[config.mk]
export PLATFORM = sky130hd
export DESIGN_NAME = neuron_sequencer
export DESIGN_NICKNAME = d
export VERILOG_FILES = /design/src/rtl/neuron_sequencer.sv
export SDC_FILE = /design/constraint.sdc
export NUM_CORES = 1
export LEC_CHECK = 0
export BUFFER_PORTS_ARGS = -buffer_cell sky130_fd_sc_hd__buf_4
export CAP_MARGIN = 20
export CORE_MARGIN = 2
export CORE_UTILIZATION = 44
export CTS_BUF_LIST = sky130_fd_sc_hd__clkbuf_4 sky130_fd_sc_hd__clkbuf_8
export CTS_CLUSTER_DIAMETER = 40
export DETAILED_ROUTE_END_ITERATION = 8
export GPL_ROUTABILITY_DRIVEN = 0
export GPL_TIMING_DRIVEN = 0
export PLACE_DENSITY = 0.84
export SYNTH_ARGS = -nofsm -noshare
export SYNTH_HDL_FRONTEND = slang
export SYNTH_SLANG_ARGS = --single-unit
[constraint.sdc]
create_clock -name clk -period 2.4 [get_ports clk]
set_input_delay 0.12 -clock clk [delete_from_list [all_inputs] [get_ports clk]]
set_output_delay 0.12 -clock clk [all_outputs]
set_load 0.005 [all_outputs]
[src/rtl/neuron_sequencer.sv]
// neuron_sequencer: drives one fixed-point MAC core through a single
// neuron evaluation (bias load, N multiply-accumulates, capture, output).
// Params: INT_BITS, FRC_BITS (Q format), N_INPUTS, AW (address width).
// Ports : clk, rst (sync, active-high), start, busy,
//         wgt_addr/wgt_data (bias at 0, weights 1..N, 1-cycle latency),
//         x_addr/x_data (inputs 0..N-1, 1-cycle latency),
//         mac_init/mac_en/mac_din/mac_mem_in/mac_out (MAC core),
//         result/result_valid/result_ready (valid/ready output).
// Build : define NEURON_SEQ_RELU_EN for ReLU activation, else linear.
module neuron_sequencer #(
  parameter int INT_BITS = 5,
  parameter int FRC_BITS = 7,
  parameter int N_INPUTS = 16,
  parameter int AW       = $clog2(N_INPUTS + 1),
  localparam int W       = INT_BITS + FRC_BITS
) (
  input  logic          clk,
  input  logic          rst,
  input  logic          start,
  output logic          busy,
  output logic [AW-1:0] wgt_addr,
  input  logic [W-1:0]  wgt_data,
  output logic [AW-1:0] x_addr,
  input  logic [W-1:0]  x_data,
  output logic          mac_init,
  output logic          mac_en,
  output logic [W-1:0]  mac_din,
  output logic [W-1:0]  mac_mem_in,
  input  logic [W-1:0]  mac_out,
  output logic [W-1:0]  result,
  output logic          result_valid,
  input  logic          result_ready
);

  typedef enum logic [2:0] {
    S_IDLE,
    S_BIAS_RD,
    S_BIAS_LD,
    S_ACC,
    S_CAPT,
    S_OUT
  } state_t;

  localparam logic [AW-1:0] K_LAST = AW'(N_INPUTS - 1);

  state_t        state_q, state_d;
  logic [AW-1:0] k_q, k_d;
  logic [W-1:0]  result_q, result_d;
  logic [W-1:0]  act;

  // Activation of the accumulator as seen in CAPT.
  always_comb begin
`ifdef NEURON_SEQ_RELU_EN
    act = mac_out[W-1] ? '0 : mac_out;
`else
    act = mac_out;
`endif
  end

  always_ff @(posedge clk) begin
    if (rst) begin
      state_q  <= S_IDLE;
      k_q      <= '0;
      result_q <= '0;
    end else begin
      state_q  <= state_d;
      k_q      <= k_d;
      result_q <= result_d;
    end
  end

  // Memory reads are issued one cycle ahead of use: the address driven
  // in cycle t returns data in cycle t+1, where it feeds the MAC.
  always_comb begin
    state_d      = state_q;
    k_d          = k_q;
    result_d     = result_q;
    busy         = 1'b1;
    mac_init     = 1'b0;
    mac_en       = 1'b0;
    mac_din      = '0;
    mac_mem_in   = '0;
    wgt_addr     = '0;
    x_addr       = '0;
    result_valid = 1'b0;
    unique case (state_q)
      S_IDLE: begin
        busy = 1'b0;
        if (start) state_d = S_BIAS_RD;
      end
      S_BIAS_RD: begin
        state_d = S_BIAS_LD;
      end
      S_BIAS_LD: begin
        mac_init   = 1'b1;
        mac_mem_in = wgt_data;
        wgt_addr   = AW'(1);
        k_d        = '0;
        state_d    = S_ACC;
      end
      S_ACC: begin
        mac_en     = 1'b1;
        mac_din    = x_data;
        mac_mem_in = wgt_data;
        k_d        = k_q + AW'(1);
        if (k_q == K_LAST) begin
          state_d = S_CAPT;
        end else begin
          wgt_addr = k_q + AW'(2);
          x_addr   = k_q + AW'(1);
        end
      end
      S_CAPT: begin
        result_d = act;
        state_d  = S_OUT;
      end
      S_OUT: begin
        result_valid = 1'b1;
        if (result_ready) state_d = S_IDLE;
      end
      default: begin
        state_d = S_IDLE;
      end
    endcase
  end

  assign result = result_q;

endmodule

==> flow_summary_export.csv <==
group,metric,value,unit
floorplanning,initial_utilization,0.4720,
global_route,grt_util_met3,0.05349,
global_route,met1_usage,0.2414,
cts,clk_root_buffer_cell,"clkbuf_4",
worst_hold_path,hold_path.class,"in2reg",
timing,final_hold_viol_count,0,
floorplanning,die_outline_height,55.79,µm
global_route,global_route.usage.total,0.2013,
global_route,grt_first_pass_wirelength,5188,µm
placed_design,number_of_placed_instances_with_taps_included,258,
pwr,clock_power_share,0.348,
synth,synth-edff-count,0,
setup_path,critical_path_required,2.28,ns
synth,postSynthCellCount,140,
finish,antenna-diode-count,0,
floorplanning,fp.coreArea,2500,µm²
setup_path,path_class,"reg2out",
route,detail_route.wl_per_cell,11.90,µm
setup_path,cpLargestDelayFamily,"adder cells",
pwr,netSwitchingPower,0.1835,mW
pwr,power.share.sequential,0.432,
finish,final_cell_area_excluding_filler_cells,1931,µm²
synth,synth_top_cells_by_area,"dfxtp_1 (34%), and2_1 (14%), mux2i_1 (10%)",
finish,final_cell_count_no_fill,262,
route,ant_nets,0,
pwr,power_density,411.0,nW/µm²
pwr,p_int,0.6099,mW
finish,final_cell_mix,"buf_4 (89), and2_1 (26), nor2_1 (25)",
timing,setup_tns,0,ns
finish,fill_cells,184,
synth,synth-async-reset-ratio,0,
synth,synth.lib_cells_used.distinct,32,
floorplanning,placementRows,18,
cts,worst_setup_hold_path_clk_slew,0.12,ns
timing,setup_viol,0,
timing,timing.hold.ws,0.04396,ns
route,vias_per_cell,4.916,
setup_path,crit_path_end_kind,"primary output",
cts,numCtsBuffers,3,
route,first_pass_drt_iterations,4,
finish,area_growth,63.63,%
synth,main_combinational_cell_family_by_area_after_synthesis,"simple AND/OR/NAND/NOR gates",
cts,ctsResizeCount,0,
setup_path,startpoint_type,"flop",
setup_path,critical-path-slowest-cell,"dfxtp_1",
global_route,grt.overflow.total,0,
cts,cts-hold-fix-buffers,0,
floorplanning,die_w,55.79,µm
cts,clock_sink_count,20,
synth,mappedNetlistNets,184,
synth,synth_area_in_compound_gates,0.08271,
job,max_cap_violations,0,
timing,worst_slew_pin_slew,0.4932,ns
setup_path,critPathArrivalTime,1.97,ns
pwr,peakVddDrop,0.4020,mV
synth,synth_area_per_inst,8.428,µm²
synth,syn-cell-area,1180,µm²
finish,final_layout_size_suffix_gt1_frac,0.4310,
placed_design,postPlaceCellArea,1878,µm²
floorplanning,floorplan.die_area,3112,µm²
timing,rsz0062_at_grt,"no",
global_route,number_of_global_route_vias_before_repair,1219,
synth,fraction_of_synthesized_cell_area_taken_by_the_top_area_cell_type,0.3393,
synth,synth_xor_area_frac,0.02969,
cts,tritoncts_clock_tree,"yes",
cts,cts_setup_buffers,0,
global_route,grt_start_max_net_pins,13,
cts,cts_buffer_depth,2,
synth,ys_dominant_reg_cell,"dfxtp_1",
setup_path,timing.critical_path.cells,"ha_1 > nand3_1 > inv_1 > ha_1 > nand2b_1 > nor2_1 > buf_4",
pwr,combinational_share_of_power,0.220,
synth,ys_seq_elements,20,
placed_design,dpl.hpwl,2561,µm
cts,insertion_delay,0.30,ns
route,vias,1288,
placed_design,portBuffers,88,
global_route,grt-busiest-layer,"met2",
timing,max_slew_margin,0.6712,
synth,synth_seq_area_share,0.3393,
synth,yosysWarnings,0,
global_route,grt_util_met2,0.3537,
timing,clock_skews,0.002046,ns
setup_path,worstPathBufferInverterCount,2,
synth,yosysTopAreaCell,"dfxtp_1",
timing,slew_viol_final,0,
finish,leading_cell_type_in_the_layout_fill_and_taps_excluded,"buf_4",
synth,yosys.area_share.simple,0.3266,
synth,synthesized_area_fraction_occupied_by_adder_cells,0.04242,
finish,nets,277,
finish,fin_util,0.7723,
status,status,"finished clean",
floorplanning,io_pins,90,
pwr,sw_frac_of_total,0.2313,
global_route,antenna_found_initial,0,
cts,cts_max_level,1,
synth,muxShareOfSynthArea,0.1018,
route,post-route-drc-count,0,
pwr,p_leak,0.9341,nW
timing,final_worst_path_period_need,2.085,ns
route,drt-total-wl,3119,µm
setup_path,crit_fanout,7,
setup_path,critPathMostFrequentCell,"ha_1",
timing,maxClockFrequency,0.4795,GHz
route,drt-initial-drc-count,27,
setup_path,cpPeakStageDelay,0.44,ns
timing,fin_crit_sh,0.8689,
## through the flow
step / power, mW / setup slack, ns
2_1_floorplan: 0.4215 / 0.9660
3_3_place_gp: 0.5216 / 0.7319
3_5_place_dp: 0.5258 / 0.6662
4_1_cts: 0.7998 / 0.3191
5_1_grt: 0.8260 / 0.1916
6_report: 0.7934 / 0.3146
## cell families after synthesis
logic type                 Yosys count
AOI/OAI and AO/OA                   14
xor gates and xnor gates             4
adders and majority gates            4
buffers and inverters               17
DFF                                 20
muxes                               12
and+or+nand+nor                     69
## worst reg2reg max path: stages (launching register included)
cell      delay, ns
dfxtp_1        0.44
ha_1           0.26
nand3_1        0.13
inv_1          0.08
ha_1           0.24
nand2b_1       0.13
a21oi_1        0.06
o221a_1        0.23
## per-layer routing
metal / part of all wire / wire (µm)
met5: 0 / 0
met4: 0.0077 / 24
met3: 0.11 / 356
met2: 0.48 / 1492
met1: 0.40 / 1245
## flip-flops by register name, indices dropped and copies added (netlist names)
name     cells
result      12
k_q          5
state_q      3
## synthesized netlist by cell type, types with 2 or more instances
cell,instances
a21oi_1,4
a22oi_1,2
a31oi_1,2
and2_1,26
buf_6,3
clkbuf_1,6
dfxtp_1,20
ha_1,4
inv_1,6
mux2i_1,12
nand2_1,3
nand2b_1,4
nand3_1,2
nor2_1,25
or3_1,2
xnor2_1,3
## power by group through the flow
stage	clock [mW]	combinational, mW	sequential [mW]
global placement	0	0.172	0.350
global route	0.291	0.192	0.343
CTS	0.281	0.176	0.343
finish	0.276	0.175	0.343
floorplan	0	0.0726	0.349
detailed placement	0	0.176	0.350
## layout make-up
| class | count | area [µm²] | area share |
|---|---|---|---|
| plain buffers | 11 | 68.82 | 0.03564 |
| clock buffers | 3 | 22.52 | 0.01167 |
| clock inverters | 1 | 30.03 | 0.01555 |
| inverters | 6 | 22.52 | 0.01167 |
| multi-input cells | 103 | 688.2 | 0.3564 |
| flip-flops and latches | 20 | 400.4 | 0.2074 |
| well taps | 30 | 37.54 | 0.01944 |
| repair buffers | 88 | 660.6 | 0.3422 |
## final timing paths
path               from          end  slack, ns  depth (start not counted)
max              k_q[0]  wgt_addr[3]       0.31                          7
min          mac_out[3]    result[3]       0.04                          3
max reg2reg      k_q[0]   state_q[0]       0.72                          7
min reg2reg   result[6]    result[6]       0.51                          2
Power figures use the tool's default switching activity.
